$ cat config.mk
export PLATFORM = sky130hd
export DESIGN_NAME = fmul_36bit_arbiter_flat
export DESIGN_NICKNAME = d
export VERILOG_FILES = /design/src/rtl/fmul_36bit_arbiter_if.sv /design/src/rtl/fmul_36bit_arbiter.sv /design/src/flat_wrapper.sv
export SDC_FILE = /design/constraint.sdc
export NUM_CORES = 1
export LEC_CHECK = 0
export CAP_MARGIN = 20
export CORE_AREA = 4 4 175 177
export CTS_CLUSTER_DIAMETER = 80
export CTS_CLUSTER_SIZE = 20
export DETAILED_ROUTE_END_ITERATION = 10
export DIE_AREA = 0 0 179 181
export GPL_ROUTABILITY_DRIVEN = 0
export GPL_TIMING_DRIVEN = 0
export PLACE_DENSITY = 0.6
export SYNTH_ARGS = -nofsm -noshare
export SYNTH_HDL_FRONTEND = slang
export SYNTH_SLANG_ARGS = --single-unit
$ cat constraint.sdc
create_clock -name iCLOCK -period 6.5 [get_ports iCLOCK]
set_input_delay 0.65 -clock iCLOCK [delete_from_list [all_inputs] [get_ports iCLOCK]]
set_output_delay 0.65 -clock iCLOCK [all_outputs]
set_load 0.02 [all_outputs]
$ cat src/rtl/fmul_36bit_arbiter_if.sv
// rtl/fmul_36bit_arbiter_if.sv - requester and multiplier bus bundle for fmul_36bit_arbiter
interface fmul_36bit_arbiter_if #(
    parameter int P_REQ_N = 4
);
    logic [P_REQ_N-1:0]    iREQ;
    logic [P_REQ_N-1:0]    oBUSY;
    logic [36*P_REQ_N-1:0] iDATA_A;
    logic [36*P_REQ_N-1:0] iDATA_B;
    logic                  oFMUL_REQ;
    logic                  iFMUL_BUSY;
    logic [35:0]           oFMUL_DATA_A;
    logic [35:0]           oFMUL_DATA_B;
    logic                  iFMUL_VALID;
    logic                  oFMUL_BUSY;
    logic [35:0]           iFMUL_DATA;
    logic [P_REQ_N-1:0]    oVALID;
    logic [P_REQ_N-1:0]    iBUSY;
    logic [35:0]           oDATA;
    logic                  oERR;

    modport slave (
        input  iREQ, iDATA_A, iDATA_B, iFMUL_BUSY, iFMUL_VALID, iFMUL_DATA, iBUSY,
        output oBUSY, oFMUL_REQ, oFMUL_DATA_A, oFMUL_DATA_B, oFMUL_BUSY, oVALID, oDATA, oERR
    );

    modport master (
        output iREQ, iDATA_A, iDATA_B, iFMUL_BUSY, iFMUL_VALID, iFMUL_DATA, iBUSY,
        input  oBUSY, oFMUL_REQ, oFMUL_DATA_A, oFMUL_DATA_B, oFMUL_BUSY, oVALID, oDATA, oERR
    );
endinterface

$ cat src/rtl/fmul_36bit_arbiter.sv
// rtl/fmul_36bit_arbiter.sv - round-robin sharing of one fmul_36bit pipeline with in-order result routing
module fmul_36bit_arbiter #(
    parameter int P_REQ_N = 4,
    parameter int P_DEPTH = 8
) (
    input  logic                 iCLOCK,
    input  logic                 iRESET_SYNC,
    fmul_36bit_arbiter_if.slave  bus
);
    localparam int TW = $clog2(P_REQ_N);
    localparam int IW = TW + 1;
    localparam int PW = $clog2(P_DEPTH);
    localparam int CW = PW + 1;

    logic              issue_valid;
    logic [35:0]       issue_a;
    logic [35:0]       issue_b;
    logic [TW-1:0]     issue_tag;
    logic [TW-1:0]     rr_ptr;
    logic              err;

    logic [TW-1:0]     tag_mem [P_DEPTH];
    logic [PW-1:0]     wr_ptr;
    logic [PW-1:0]     rd_ptr;
    logic [CW-1:0]     count;

    logic [CW-1:0]     inflight;
    logic              can_issue;
    logic              grant_found;
    logic [TW-1:0]     grant;
    logic [IW-1:0]     idx;
    logic              transfer;
    logic              accept;
    logic              fifo_empty;
    logic [TW-1:0]     head;
    logic              pop;
    logic [P_REQ_N-1:0] busy_vec;
    logic [P_REQ_N-1:0] valid_vec;

    // Credit uses registered occupancy only; a pop frees its slot on the following cycle.
    assign inflight  = count + CW'(issue_valid);
    assign can_issue = (inflight < CW'(P_DEPTH)) && (!issue_valid || !bus.iFMUL_BUSY);

    always_comb begin
        grant_found = 1'b0;
        grant       = rr_ptr;
        idx         = '0;
        for (int k = 0; k < P_REQ_N; k++) begin
            idx = {1'b0, rr_ptr} + IW'(k);
            if (idx >= IW'(P_REQ_N)) begin
                idx = idx - IW'(P_REQ_N);
            end
            if (!grant_found && bus.iREQ[idx[TW-1:0]]) begin
                grant_found = 1'b1;
                grant       = idx[TW-1:0];
            end
        end
    end

    always_comb begin
        busy_vec = '1;
        if (!iRESET_SYNC && grant_found) begin
            busy_vec[grant] = !can_issue;
        end
    end

    assign transfer   = grant_found && can_issue && !iRESET_SYNC;
    assign accept     = issue_valid && !bus.iFMUL_BUSY;
    assign fifo_empty = (count == '0);
    assign head       = tag_mem[rd_ptr];
    assign pop        = bus.iFMUL_VALID && !fifo_empty && !bus.iBUSY[head];

    always_comb begin
        valid_vec = '0;
        if (!fifo_empty) begin
            valid_vec[head] = bus.iFMUL_VALID;
        end
    end

    assign bus.oBUSY        = busy_vec;
    assign bus.oFMUL_REQ    = issue_valid;
    assign bus.oFMUL_DATA_A = issue_a;
    assign bus.oFMUL_DATA_B = issue_b;
    assign bus.oVALID       = valid_vec;
    assign bus.oDATA        = bus.iFMUL_DATA;
    assign bus.oFMUL_BUSY   = !fifo_empty && bus.iBUSY[head];
    assign bus.oERR         = err;

    always_ff @(posedge iCLOCK) begin
        if (iRESET_SYNC) begin
            issue_valid <= 1'b0;
            rr_ptr      <= '0;
            wr_ptr      <= '0;
            rd_ptr      <= '0;
            count       <= '0;
            err         <= 1'b0;
        end else begin
            if (transfer) begin
                issue_valid <= 1'b1;
                rr_ptr      <= (grant == TW'(P_REQ_N - 1)) ? '0 : grant + 1'b1;
            end else if (accept) begin
                issue_valid <= 1'b0;
            end
            if (accept) begin
                wr_ptr <= wr_ptr + 1'b1;
            end
            if (pop) begin
                rd_ptr <= rd_ptr + 1'b1;
            end
            if (accept && !pop) begin
                count <= count + 1'b1;
            end else if (!accept && pop) begin
                count <= count - 1'b1;
            end
            // A result with no outstanding tag cannot be routed; it is dropped and flagged.
            if (bus.iFMUL_VALID && fifo_empty) begin
                err <= 1'b1;
            end
        end
    end

    always_ff @(posedge iCLOCK) begin
        if (transfer) begin
            issue_a   <= bus.iDATA_A[36*grant +: 36];
            issue_b   <= bus.iDATA_B[36*grant +: 36];
            issue_tag <= grant;
        end
    end

    always_ff @(posedge iCLOCK) begin
        if (accept && !iRESET_SYNC) begin
            tag_mem[wr_ptr] <= issue_tag;
        end
    end
endmodule

$ cat src/flat_wrapper.sv
// flat-port wrapper written by rule: the top's interface ports become plain ports
module fmul_36bit_arbiter_flat 
#(
    parameter int P_REQ_N = 4,
    parameter int P_DEPTH = 8
)
  (iCLOCK, iRESET_SYNC, bus_iREQ, bus_iDATA_A, bus_iDATA_B, bus_iFMUL_BUSY, bus_iFMUL_VALID, bus_iFMUL_DATA, bus_iBUSY, bus_oBUSY, bus_oFMUL_REQ, bus_oFMUL_DATA_A, bus_oFMUL_DATA_B, bus_oFMUL_BUSY, bus_oVALID, bus_oDATA, bus_oERR);
  fmul_36bit_arbiter_if #(.P_REQ_N(P_REQ_N)) bus_i ();
  input  logic iCLOCK;
  input  logic iRESET_SYNC;
  input wire logic [$bits(bus_i.iREQ)-1:0] bus_iREQ;
  input wire logic [$bits(bus_i.iDATA_A)-1:0] bus_iDATA_A;
  input wire logic [$bits(bus_i.iDATA_B)-1:0] bus_iDATA_B;
  input wire logic [$bits(bus_i.iFMUL_BUSY)-1:0] bus_iFMUL_BUSY;
  input wire logic [$bits(bus_i.iFMUL_VALID)-1:0] bus_iFMUL_VALID;
  input wire logic [$bits(bus_i.iFMUL_DATA)-1:0] bus_iFMUL_DATA;
  input wire logic [$bits(bus_i.iBUSY)-1:0] bus_iBUSY;
  output wire logic [$bits(bus_i.oBUSY)-1:0] bus_oBUSY;
  output wire logic [$bits(bus_i.oFMUL_REQ)-1:0] bus_oFMUL_REQ;
  output wire logic [$bits(bus_i.oFMUL_DATA_A)-1:0] bus_oFMUL_DATA_A;
  output wire logic [$bits(bus_i.oFMUL_DATA_B)-1:0] bus_oFMUL_DATA_B;
  output wire logic [$bits(bus_i.oFMUL_BUSY)-1:0] bus_oFMUL_BUSY;
  output wire logic [$bits(bus_i.oVALID)-1:0] bus_oVALID;
  output wire logic [$bits(bus_i.oDATA)-1:0] bus_oDATA;
  output wire logic [$bits(bus_i.oERR)-1:0] bus_oERR;
  assign bus_i.iREQ = bus_iREQ;
  assign bus_i.iDATA_A = bus_iDATA_A;
  assign bus_i.iDATA_B = bus_iDATA_B;
  assign bus_i.iFMUL_BUSY = bus_iFMUL_BUSY;
  assign bus_i.iFMUL_VALID = bus_iFMUL_VALID;
  assign bus_i.iFMUL_DATA = bus_iFMUL_DATA;
  assign bus_i.iBUSY = bus_iBUSY;
  assign bus_oBUSY = bus_i.oBUSY;
  assign bus_oFMUL_REQ = bus_i.oFMUL_REQ;
  assign bus_oFMUL_DATA_A = bus_i.oFMUL_DATA_A;
  assign bus_oFMUL_DATA_B = bus_i.oFMUL_DATA_B;
  assign bus_oFMUL_BUSY = bus_i.oFMUL_BUSY;
  assign bus_oVALID = bus_i.oVALID;
  assign bus_oDATA = bus_i.oDATA;
  assign bus_oERR = bus_i.oERR;
  fmul_36bit_arbiter #(.P_REQ_N(P_REQ_N), .P_DEPTH(P_DEPTH)) u_core (.iCLOCK(iCLOCK), .iRESET_SYNC(iRESET_SYNC), .bus(bus_i));
endmodule
# --- After elaboration in Yosys (flattened, before gate mapping) ---
# Memory sizes are Yosys's and may differ from the RTL's. A register that Yosys moved wholly into a read port is not among the register bits.
# Cells that the tools add are included.
totals:
  reg_bits: 88
  ramBits: 16
  in_bits: 336
  out_inout_bits: 119
  wordCells: 112
  memories: 1
classes:
  n_addsub: 13
  n_mul: 1
  order_cmp: 13
  eq_ne: 1
  shifts: 2
  n_mux: 37
  bitwise: 3
  n_reduce_logical: 32
mem_list:
  columns: ["name", "words", "width", "read_ports", "rd_clocked_by_memory_dff", "write_ports", "line_no", "rtl"]
  rows:
  - ["u_core.tag_mem", 8, 2, 1, 1, 1, "fmul_36bit_arbiter.sv:22", "logic [TW-1:0] tag_mem [P_DEPTH];"]
ops:
  columns: ["operator", "n"]
  rows:
  - ["$shiftx 144x9->36", 2]
  - ["$lt 2x3->1 const B", 6]
  - ["$mux 2", 9]
  - ["$logic_and 1x1->1", 17]
  - ["$mux 4", 4]
  - ["$mux 1", 15]
  - ["$logic_not 1->1", 11]
  - ["$bmux 1 s2", 5]
  - ["$ge 3x3->1 const B", 3]
  - ["$sub 2x1->2 const B", 4]
  - ["$add 2x2->3 const B", 2]
  - ["$add 3x1->3 const B", 2]
  - ["$mul 4x2->6 const A", 1]
  - ["$mux 3", 2]
  - ["$add 4x1->4", 1]
  - ["$add 4x1->4 const B", 1]
  - ["$and 4x4->4", 1]
  - ["$demux 1 s2", 2]
  - ["$ge 2x1->1 const B", 2]
  - ["$logic_not 4->1", 1]
  - ["$lt 4x4->1 const B", 1]
  - ["$not 4->4", 1]
  - ["$or 4x4->4", 1]
  - ["$reduce_bool 2->1", 2]
  - ["6 further kinds", 6]

# --- Depth between registers and ports, before layout ---
depth:
  ltp_word: 21
  depth_mapped: 13
  ltp_nobuf: 12

# --- Worst setup path after synthesis ---
# No wires, ideal clock.
synth_path:
  kind: "register to output"
  from: "register u_core.issue_valid, in the netlist u_core.bus.oFMUL_REQ"
  to: "output port bus_oBUSY[0]"
  arrival_time_ns: 6.584
  t_required_ns: 5.850
  setup_slack_ns: -0.734
  stages_incl_launch_ff: 5
  path_buffers: 0
  path_cell_list: "dfxtp_1 -> nand4_1 -> xnor2_1 -> a2111oi_2 -> nand2_1"
synth_via:
  elab_chain_len: 6
  word_cells_on_any_way: 8
  classes_between: "add/sub (1); order compare (1); mux (1); bitwise (1); reduce/logical (4)"
synth_lines:
  columns: ["item", "line_no", "rtl"]
  rows:
  - ["start: declaration", "fmul_36bit_arbiter.sv:15", "logic issue_valid;"]
  - ["start signal: assignment", "fmul_36bit_arbiter.sv:91", "issue_valid <= 1'b0;"]
  - ["start signal: assignment", "fmul_36bit_arbiter.sv:99", "issue_valid <= 1'b1;"]
  - ["start signal: assignment", "fmul_36bit_arbiter.sv:102", "issue_valid <= 1'b0;"]
  - ["$add 4x1->4 / $logic_not 1->1 (equally long branches)", "fmul_36bit_arbiter.sv:41, fmul_36bit_arbiter.sv:42", null]
  - ["$lt 4x4->1 / $logic_or 1x1->1 (equally long branches)", "fmul_36bit_arbiter.sv:42", "assign can_issue = (inflight < CW'(P_DEPTH)) && (!issue_valid || !bus.iFMUL_BUSY);"]
  - ["$logic_and 1x1->1 (*)", "fmul_36bit_arbiter.sv:42", null]
  - ["$logic_not 1->1 (*)", "fmul_36bit_arbiter.sv:63", "busy_vec[grant] = !can_issue;"]
  - ["$or 4x4->4 (no line) (*)", null, null]
  - ["$mux 4 (*)", "fmul_36bit_arbiter.sv:62", "if (!iRESET_SYNC && grant_found) begin"]
  - ["end: declaration", "flat_wrapper.sv:18", "output wire logic [$bits(bus_i.oBUSY)-1:0] bus_oBUSY;"]
# Every way passes the cells marked *; elsewhere a longest branch is shown, timed or not.

# --- Final worst setup path ---
layout_path:
  from: "input port bus_iREQ[2]"
  to: "output port bus_oBUSY[2]"
layout_via:
  elab_chain_len: 19
  word_cells_on_any_way: 31
  classes_between: "order compare (2); mux (19); bitwise (2); reduce/logical (8)"
layout_lines:
  columns: ["item", "line_no", "rtl"]
  rows:
  - ["start: declaration", "flat_wrapper.sv:11", "input wire logic [$bits(bus_i.iREQ)-1:0] bus_iREQ;"]
  - ["$bmux 1 s2", "fmul_36bit_arbiter.sv:53", "if (!grant_found && bus.iREQ[idx[TW-1:0]]) begin"]
  - ["$mux 1 (not written as such)", "fmul_36bit_arbiter.sv:53", null]
  - ["$mux 1", "fmul_36bit_arbiter.sv:53", null]
  - ["$logic_not 1->1", "fmul_36bit_arbiter.sv:53", null]
  - ["$logic_and 1x1->1", "fmul_36bit_arbiter.sv:53", null]
  - ["$mux 1", "fmul_36bit_arbiter.sv:53", null]
  - ["$logic_not 1->1", "fmul_36bit_arbiter.sv:53", null]
  - ["$logic_and 1x1->1", "fmul_36bit_arbiter.sv:53", null]
  - ["[4 not listed]", null, null]
  - ["named net u_core.grant[0]", "fmul_36bit_arbiter.sv:30", "logic [TW-1:0] grant;"]
  - ["$lt 2x3->1 (not written as such) / $ge 2x1->1 (equally long branches)", "fmul_36bit_arbiter.sv:63", null]
  - ["$logic_and 1x1->1 (not written as such)", "fmul_36bit_arbiter.sv:63", null]
  - ["$mux 1 (not written as such)", "fmul_36bit_arbiter.sv:63", null]
  - ["$demux 1 s2 (*)", null, null]
  - ["$not 4->4 (no line) (*)", null, null]
  - ["$or 4x4->4 (no line) (*)", null, null]
  - ["$mux 4 (*)", "fmul_36bit_arbiter.sv:62", null]
# The timed path passes the listed nets; every way through them passes the cells marked *. The select of a mux whose other input is x is not followed.

==> flow_summary.ini <==
[floorplan]
rows = 63
ios = 455
die-area_sq_um = 32400
start_util_pct = 22.2
core_area_sq_um = 29200
die_w_um = 179
die_y_um = 181

[final_layout]
drive_gt1_share_pct = 9.11
nets = 1285
fin_cells = 1334
area_growth_syn_to_layout_pct = 78.8
final_util_pct = 39.6
diodes = 0

[sta]
rsz0062_at_grt = false
hold_viol = 0
finalSetupViolCount = 0
timing.final.crit_period_ps = 4660
final-max-slew-violation-count = 0
worst-slew-pin-transition_ps = 968
tns_ps = 0
slew_headroom_pct = 35.5
clock.fmax_ghz = 0.215
finalCritPeriodShare_pct = 71.6
worst_clock_skew_ps = 16.3

[power]
vdd_drop_max_mv = 0.106
power_density_nw_per_um2 = 282
p_leak_uw = 0.00438
finalPower_uw = 3270

[placed_design]
hpwl_um = 20700
dp.cells = 1318
port_buffers = 418

[worst_setup_path]
crit_chain = clkdlybuf4s50_1, nor2b_1, a21oi_1, mux2i_1, a31oi_1, clkbuf_1, buf_2, inv_1, ha_1, nand2_1, clkdlybuf4s50_1
critical_path.max_stage_delay_ps = 760
crit_buf_inv = 5
crit_fanout = 12
endpoint_kind = output pin
arrival_ps = 4010
start_kind = input pin
worstSetupPathType = input pin to output pin
critPathSlowestCell = clkbuf_1
crit_family = buffers and inverters
cp.required_ps = 5850
cpMostUsedCell = clkdlybuf4s50_1

[cts]
postCtsSetupRepairBufs = 0
cts_root_buf = clkbuf_16
cts.clk_slew.worst_paths_ps = 70
cts-buffers-inserted = 9
cts_resized = 0
clk_path_buf_depth = 2
cts_tree = done
clkLatencyLatePin_ps = 350
htree_levels = 3
cts_sinks = 107
cts_hold_repair.buffers = 0

[drt]
ant_nets = 0
drtPass1Iterations = 4
drcViolationCount = 0
routedWlPerCell_um = 18.6
first_iter_violations = 173
viasPerCell = 4.14
route.vias.total = 5522
wl_um = 24800

[global_routing]
grt_pass1_wl_um = 34700
grt_pass1_vias = 5567
antenna_found_initial = 1
grt_usage_pct = 14.5
grt_start_max_net_pins = 19
grt_overflow = 0

[synth]
ys_ff_latch = 107
synth_edf_count = 90
synth.distinct_cells = 40
yosysSeqAreaShare_pct = 46.9
synthesis.nets = 848
synthCells = 502
ys.flop_type = edfxtp_1
netlist_area_sq_um = 6480
ys_async_sr_fraction_pct = 0
yosysWarnings = 0
avgSynthCellArea_sq_um = 12.9

[min_path]
hold_class = flop to flop

[run]
drv_cap = 0

[status]
outcome = finished, final reports clean
final timing paths:
check        cells after the start                    startpoint                      endpoint  slack (ps)
min reg2reg                      2  u_core.bus.oERR$_SDFFE_PP0P_  u_core.bus.oERR$_SDFFE_PP0P_         470
min                              2  u_core.bus.oERR$_SDFFE_PP0P_  u_core.bus.oERR$_SDFFE_PP0P_         470
max                             11                   bus_iREQ[2]                  bus_oBUSY[2]        1840
max reg2reg                     13                          flop  u_core.count[3]$_SDFFE_PP0P_        3200
logic make-up (layout without fill, tap and decap cells):
group / count (synthesis) / after routing / share of synthesized area (%)
xor+xnor: 6 / 6 / 0.810
compound gates: 18 / 18 / 2.14
flops: 107 / 107 / 46.9
fa+ha+maj: 10 / 10 / 2.05
mux: 235 / 235 / 37.1
simple gates: 56 / 56 / 4.30
buf+inv: 70 / 512 / 6.64
report_power, final:
part | internal (uW) | total (uW) | switching, uW | leakage [uW]
Combinational | 805 | 1610 | 809 | 0.00323
Clock | 344 | 622 | 278 | 0.000155
Sequential | 972 | 1040 | 67.4 | 0.000993
Total | 2120 | 3270 | 1150 | 0.00438
worst reg2reg max path: cells and delay by family (launching register included):
| family | cells | cell delay, ps |
|---|---|---|
| xor+xnor | 1 | 100 |
| compound gates | 4 | 680 |
| fa+ha+maj | 2 | 490 |
| buf+inv | 2 | 220 |
| flops | 1 | 330 |
| mux | 2 | 910 |
| simple gates | 2 | 480 |
layer usage:
| metal | GRT usage (%) | vias up | share of wire [%] |
|---|---|---|---|
| li1 | - | 2720 | - |
| met1 | 17.4 | 2570 | 40 |
| met2 | 26.0 | 225 | 52 |
| met3 | 3.75 | 7 | 7.4 |
| met4 | 2.82 | 0 | 0.93 |
| met5 | 0 | - | 0 |
final cells by class:
cell class | count | area [sq um]
buffer | 65 | 412
clock buffer | 10 | 229
clock inverter | 6 | 96.3
fill | 2812 | 17600
inverter | 5 | 18.8
multi-input combinational | 325 | 3020
sequential | 107 | 3040
tap | 390 | 488
timing repair buffer | 426 | 4290
through the flow:
stage / setup slack (ps) / instance area [sq um] / hold WS, ps
after global placement: -853 / 11200 / 456
after detailed placement: 1790 / 11300 / 457
final: 1840 / 11600 / 469
after global routing: 1590 / 11600 / 503
after floorplan: 1700 / 6500 / 471
after CTS: 1770 / 11600 / 475
Yosys cell counts (2+ instances only):
library cell	instances	area [sq um]
mux2i_1	227	2270
edfxtp_1	90	2700
buf_4	36	270
nor2_1	21	78.8
buf_2	20	100
dfxtp_1	17	340
ha_1	9	113
nand2_1	9	33.8
a21oi_1	7	35.0
nor2b_1	6	37.5
clkbuf_1	5	18.8
inv_1	5	18.8
nand2b_1	5	31.3
nor4_1	4	25.0
xnor2_1	4	35.0
buf_1	3	11.3
a211oi_1	2	15.0
mux2_1	2	22.5
mux2_2	2	22.5
mux4_1	2	52.6
nand3b_1	2	15.0
nor3_1	2	10.0
nor4b_1	2	17.5
o21ai_0	2	10.0
o31ai_1	2	15.0
xor2_1	2	17.5
layout by cell type, fill, tap and decap left out, drive strengths merged:
master,n
clkinvlp,1
dfxtp,17
nand4,1
or3,1
xnor2,4
and3,1
nor3,2
nand2b,5
mux4,3
xor2,2
nor4b,2
a211oi,2
a21o,1
nand3,1
clkbuf,15
mux2i,227
nor2,21
a2111oi,1
o2bb2ai,1
a21oi,7
nor4,4
o21ai,2
buf,68
edfxtp,90
clkinv,1
nor2b,6
mux2,5
clkdlybuf4s50,418
a31oi,1
ha,9
inv,7
nand2,9
o31ai,2
nand3b,2
fa,1
a2bb2oi,1
bufinv,2
and2,1
state kept, by name (all words and copies together) (netlist names), named ones only:
register                 flops
u_core.bus.oFMUL_DATA_A     36
u_core.bus.oFMUL_DATA_B     36
u_core.tag_mem              16
u_core.count                 4
u_core.rd_ptr                3
u_core.wr_ptr                3
u_core.issue_tag             2
u_core.rr_ptr                2
u_core.bus.oERR              1
u_core.bus.oFMUL_REQ         1
No activity file was read; power rests on OpenSTA's default activity.
